<file path="config.mk">
export PLATFORM = sky130hd
export DESIGN_NAME = round_judge
export DESIGN_NICKNAME = d
export VERILOG_FILES = /design/src/rtl/round_judge.sv
export SDC_FILE = /design/constraint.sdc
export NUM_CORES = 1
export LEC_CHECK = 0
export ABC_AREA = 1
export BUFFER_PORTS_ARGS = -buffer_cell sky130_fd_sc_hd__buf_2
export CORE_MARGIN = 5
export CORE_UTILIZATION = 40
export DETAILED_ROUTE_END_ITERATION = 8
export GPL_TIMING_DRIVEN = 0
export PLACE_DENSITY = 0.71
export SYNTH_ARGS = -nofsm -noshare
export SYNTH_HDL_FRONTEND = slang
export SYNTH_SLANG_ARGS = --single-unit
</file>
<file path="constraint.sdc">
create_clock -name clk -period 1.95 [get_ports clk]
set_input_delay 0.2925 -clock clk [delete_from_list [all_inputs] [get_ports clk]]
set_output_delay 0.2925 -clock clk [all_outputs]
set_load 0.02 [all_outputs]
</file>
<file path="src/rtl/round_judge.sv">
// round_judge: Rock-Paper-Scissors round referee and match engine.
// Collects one move per player through valid/ready, judges each round,
// keeps scores and a tie count, and ends the match at WIN_TARGET wins.
//
// state   | meaning
// --------+-----------------------------------------------------------
// IDLE    | after reset, waiting for start; no moves accepted
// COLLECT | accepting one move from each player, in any order
// JUDGE   | single cycle: score the latched moves, pick next state
// DONE    | match decided; scores and winner held until start
module round_judge #(
  parameter int NUM_MOVES  = 3,
  parameter int WIN_TARGET = 3,
  parameter int SCORE_W    = 4
) (
  input  logic                 clk,
  input  logic                 rst_n,
  input  logic                 start,
  input  logic [NUM_MOVES-1:0] inA,
  input  logic                 validA,
  output logic                 readyA,
  input  logic [NUM_MOVES-1:0] inB,
  input  logic                 validB,
  output logic                 readyB,
  output logic                 result_valid,
  output logic                 Tie,
  output logic                 winA,
  output logic                 winB,
  output logic                 faultA,
  output logic                 faultB,
  output logic [SCORE_W-1:0]   scoreA,
  output logic [SCORE_W-1:0]   scoreB,
  output logic [SCORE_W-1:0]   tieCount,
  output logic                 match_done,
  output logic                 match_winA,
  output logic                 match_winB
);

  localparam int IDX_W = (NUM_MOVES > 2) ? $clog2(NUM_MOVES) : 1;

  typedef enum logic [1:0] {IDLE, COLLECT, JUDGE, DONE} state_t;

  state_t               state;
  logic                 got_a, got_b;
  logic [NUM_MOVES-1:0] move_a, move_b;

  logic                 acc_a, acc_b;
  logic                 legal_a, legal_b;
  logic [IDX_W-1:0]     idx_a, idx_b;
  logic [IDX_W:0]       diff;
  logic                 j_tie, j_wa, j_wb;
  logic [SCORE_W-1:0]   score_a_inc, score_b_inc;
  logic                 final_a, final_b;

  // readyA/readyB are registered copies of ~got in COLLECT, so they gate acceptance directly
  assign acc_a = (state == COLLECT) & validA & readyA;
  assign acc_b = (state == COLLECT) & validB & readyB;

  // decode the latched moves into a round outcome
  always_comb begin
    legal_a = $onehot(move_a);
    legal_b = $onehot(move_b);
    idx_a   = '0;
    idx_b   = '0;
    for (int i = 0; i < NUM_MOVES; i++) begin
      if (move_a[i]) idx_a = IDX_W'(i);
      if (move_b[i]) idx_b = IDX_W'(i);
    end
    // (idx_a - idx_b) mod NUM_MOVES; both indices are below NUM_MOVES
    if (idx_a >= idx_b) diff = {1'b0, idx_a} - {1'b0, idx_b};
    else                diff = {1'b0, idx_a} + (IDX_W+1)'(NUM_MOVES) - {1'b0, idx_b};
    j_tie = 1'b0;
    j_wa  = 1'b0;
    j_wb  = 1'b0;
    if (legal_a && legal_b) begin
      if (idx_a == idx_b) j_tie = 1'b1;
      else if (diff[0])   j_wa  = 1'b1;
      else                j_wb  = 1'b1;
    end else if (legal_a) begin
      j_wa = 1'b1;
    end else if (legal_b) begin
      j_wb = 1'b1;
    end else begin
      j_tie = 1'b1;
    end
    score_a_inc = scoreA + SCORE_W'(1);
    score_b_inc = scoreB + SCORE_W'(1);
    final_a     = j_wa && (score_a_inc == SCORE_W'(WIN_TARGET));
    final_b     = j_wb && (score_b_inc == SCORE_W'(WIN_TARGET));
  end

  // round/match state machine with all outputs registered
  always_ff @(posedge clk or negedge rst_n) begin
    if (!rst_n) begin
      state        <= IDLE;
      got_a        <= 1'b0;
      got_b        <= 1'b0;
      move_a       <= '0;
      move_b       <= '0;
      readyA       <= 1'b0;
      readyB       <= 1'b0;
      result_valid <= 1'b0;
      Tie          <= 1'b0;
      winA         <= 1'b0;
      winB         <= 1'b0;
      faultA       <= 1'b0;
      faultB       <= 1'b0;
      scoreA       <= '0;
      scoreB       <= '0;
      tieCount     <= '0;
      match_done   <= 1'b0;
      match_winA   <= 1'b0;
      match_winB   <= 1'b0;
    end else begin
      result_valid <= 1'b0;
      case (state)
        IDLE, DONE: begin
          if (start) begin
            state      <= COLLECT;
            got_a      <= 1'b0;
            got_b      <= 1'b0;
            readyA     <= 1'b1;
            readyB     <= 1'b1;
            scoreA     <= '0;
            scoreB     <= '0;
            tieCount   <= '0;
            match_done <= 1'b0;
            match_winA <= 1'b0;
            match_winB <= 1'b0;
          end
        end
        COLLECT: begin
          if (acc_a) begin
            move_a <= inA;
            got_a  <= 1'b1;
            readyA <= 1'b0;
          end
          if (acc_b) begin
            move_b <= inB;
            got_b  <= 1'b1;
            readyB <= 1'b0;
          end
          if ((got_a | acc_a) && (got_b | acc_b)) state <= JUDGE;
        end
        JUDGE: begin
          result_valid <= 1'b1;
          Tie          <= j_tie;
          winA         <= j_wa;
          winB         <= j_wb;
          faultA       <= ~legal_a;
          faultB       <= ~legal_b;
          got_a        <= 1'b0;
          got_b        <= 1'b0;
          if (j_wa) scoreA <= score_a_inc;
          if (j_wb) scoreB <= score_b_inc;
          if (j_tie && (tieCount != '1)) tieCount <= tieCount + SCORE_W'(1);
          if (final_a || final_b) begin
            state      <= DONE;
            match_done <= 1'b1;
            match_winA <= final_a;
            match_winB <= final_b;
          end else begin
            state  <= COLLECT;
            readyA <= 1'b1;
            readyB <= 1'b1;
          end
        end
        default: state <= IDLE;
      endcase
    end
  end

endmodule

</file>
==> results.yml <==
floorplanning:
  start_util: 0.406
  die_w_microns: 78.8
  die_h_microns: 78.8
  dieArea_sq_um: 6210
  num_io_pins: 34
  core_sq_um: 4660
  fp-row-count: 25
clocking:
  hold_buffers: 0
  clkSinkCount: 33
  cts_root_buf: "clkbuf_8"
  cts_tree: "built"
  clk_path_buf_depth: 2
  insertion_delay_ns: 0.29
  path_clk_slew_ns: 0.06
  cts-buffers-inserted: 5
  htree_levels: 2
global_route:
  grt.overflow.total: 0
  antenna_found_initial: 0
  grt_max_degree: 34
  track_usage: 0.132
  grt_pass1_wl_microns: 6490
  grt_pass1_vias: 1427
routing:
  top_layer_used: "met4"
  met2_length_microns: 1770
  routedLengthMet1_microns: 1750
  routed-via-count: 1537
  wl_met3_microns: 201
  totalWireLength_microns: 3790
  firstDrtPassIters: 4
  drc: 0
  detail-route-antenna-nets: 0
  wire_per_inst_microns: 12.1
  viasPerCell: 4.91
  dr.first_iter.drc_count: 56
power_and_ir_drop:
  powerDensity_nw_per_um2: 1700
  p_clk_frac: 0.136
  switchingPower_w: 0.00186
  p_int_w: 0.00198
  total_power_w: 0.00384
  ir_worst_vdd_v: 0.000794
  leakagePower_nw: 1.14
  pwr-share-seq: 0.277
  pwr-share-comb: 0.587
  p_sw_frac: 0.485
place:
  dp_hpwl_microns: 2750
  gp_congestion: 0.771
  dp_cells: 306
  port_buffers: 33
  place_ws_ns: 0.0789
timing:
  slew_headroom: 0.507
  setup_viol: 0
  slew_violations: 0
  max_freq_mhz: 538
  hold_violations: 0
  rsz0062_at_grt: "yes"
  layout_min_cycle_time_ns: 1.86
  worstMarginPinSlew_ns: 0.739
  fin_tns_setup_ns: 0
  fin_skew_ns: 0.00317
  fin_ws_ns: 0.0924
  post-route-period-util: 0.953
finish:
  drive_gt1_frac: 0.328
  final_common_cell: "nand2_1"
  finalNonFillerCells: 313
  num-fill-cells: 462
  syn2layout_area_growth_pct: 19.6
  antenna_cells: 0
  utilization: 0.486
  final_cell_mix: "nand2_1, buf_2, dfrtp_1"
  nets: 282
critical_path:
  worstReg2RegStart: "move_a[0]"
  startpoint: "move_a[0]"
  crit_fanout: 4
  critical_path.endpoint_type: "register"
  cp_data_required_time_ns: 2.13
  cp.arrival_ns: 2.04
  crit_type: "register to register"
  startpoint_type: "register"
synth:
  synthesis.nets: 242
  seq_area_frac_synth: 0.436
  synth-seq-cells: 33
  ys.warnings.count: 0
  syn_inst: 219
  syn_avg_cell_area_sq_um: 8.64
  mappedNetlistArea_sq_um: 1890
  yosysUniqueCellTypes: 29
outcome:
  outcome: "finished clean"
job:
  cap_violations: 0
min_path:
  hold_path.class: "input pin to async pin"
## critical path: stages, from the launching register on
cell and delay, ns:
dfrtp_1 0.40, fa_2 0.59, inv_1 0.07, nor2_4 0.12, nand3_2 0.10, nor2_4 0.11, nor2_4 0.06, nor2_2 0.12
nor2_2 0.06, nand2_1 0.05, o21ai_1 0.05
## registers in the layout, summed over array words and instances (netlist names)
register      cells
match_winB        1
match_winA        1
winA              1
tieCount          4
faultA            1
Tie               1
state             2
got_a             1
winB              1
faultB            1
readyB            1
move_a            3
result_valid      1
scoreA            4
readyA            1
match_done        1
move_b            3
scoreB            4
got_b             1
## per-stage QoR
step,hold WS [ns],cell area [sq um]
after floorplan,-0.00309,1890
after global placement,0.400,2130
after detailed placement,0.410,2130
after CTS,0.0937,2210
after global routing,0.139,2260
final,0.0572,2260
## routing by layer
layer  track usage  vias to the layer above
met4        0.0524                        0
met5             0                        -
met3        0.0431                        7
met1         0.167                      718
met2         0.210                       27
li1              -                      785
## power groups by stage
stage                     sequential, W  combinational, W  clock [W]
after global placement          0.00107           0.00202          0
after global routing            0.00110           0.00254   0.000571
after floorplan                 0.00121           0.00149          0
after detailed placement        0.00108           0.00206          0
after CTS                       0.00106           0.00208   0.000543
final                           0.00106           0.00226   0.000523
## synth_stat cells
| master | instances | area [sq um] |
|---|---|---|
| nand3_1 | 18 | 90.1 |
| nor2_1 | 9 | 33.8 |
| ha_1 | 10 | 125 |
| nand2_4 | 1 | 11.3 |
| nor3b_2 | 1 | 12.5 |
| nor2_4 | 1 | 11.3 |
| or2_2 | 1 | 6.26 |
| o21ai_1 | 9 | 45.0 |
| nand2_1 | 50 | 188 |
| buf_4 | 1 | 7.51 |
| mux2_2 | 2 | 22.5 |
| nand3_2 | 6 | 60.1 |
| buf_2 | 2 | 10.0 |
| fa_1 | 2 | 40.0 |
| or2_4 | 1 | 8.76 |
| o21ai_2 | 2 | 17.5 |
| nand2_2 | 8 | 50.1 |
| o22ai_1 | 2 | 12.5 |
| o21ai_0 | 5 | 25.0 |
| nand4_1 | 5 | 31.3 |
| dfrtp_1 | 33 | 826 |
| xor2_1 | 1 | 8.76 |
| nor2_2 | 7 | 43.8 |
| o31ai_2 | 1 | 12.5 |
| inv_2 | 4 | 15.0 |
| inv_1 | 27 | 101 |
| a21oi_1 | 6 | 30.0 |
| o21ai_4 | 2 | 32.5 |
| o21a_1 | 2 | 15.0 |
## logic make-up (layout without fill, tap and decap cells)
group | Yosys count | in the layout | synth area share
buf+inv | 34 | 74 | 0.0707
simple gates | 108 | 108 | 0.289
mux | 2 | 2 | 0.0119
compound gates | 29 | 29 | 0.100
xor+xnor | 1 | 1 | 0.00463
fa+ha+maj | 12 | 12 | 0.0872
flops | 33 | 33 | 0.436
## repair_timing
| item | CTS | global route |
|---|---|---|
| setup buffers | 0 | 0 |
| setup endpoints to repair | 0 | 16 |
| resized for setup | 0 | 10 |
## cell type report
class / instances / area, sq um / area share
Clock buffer: 7 / 86.3 / 0.0381
Tap cell: 54 / 67.6 / 0.0299
Timing Repair Buffer: 33 / 165 / 0.0730
Buffer: 3 / 17.5 / 0.00774
Inverter: 31 / 116 / 0.0514
Multi-Input combinational cell: 152 / 985 / 0.435
Sequential cell: 33 / 826 / 0.365
## path summary, 6_finish.rpt
kind,to,slack [ns],depth (start not counted)
hold / removal,scoreB[3],0.06,1
setup reg to reg,scoreB[2],0.09,10
min in group clk,move_b[0],0.22,3
setup / recovery,scoreB[2],0.09,10
hold reg to reg,winA,0.48,1
max in group asynchronous,faultB,1.41,1
Note: power is estimated with default switching activity, not from simulation.
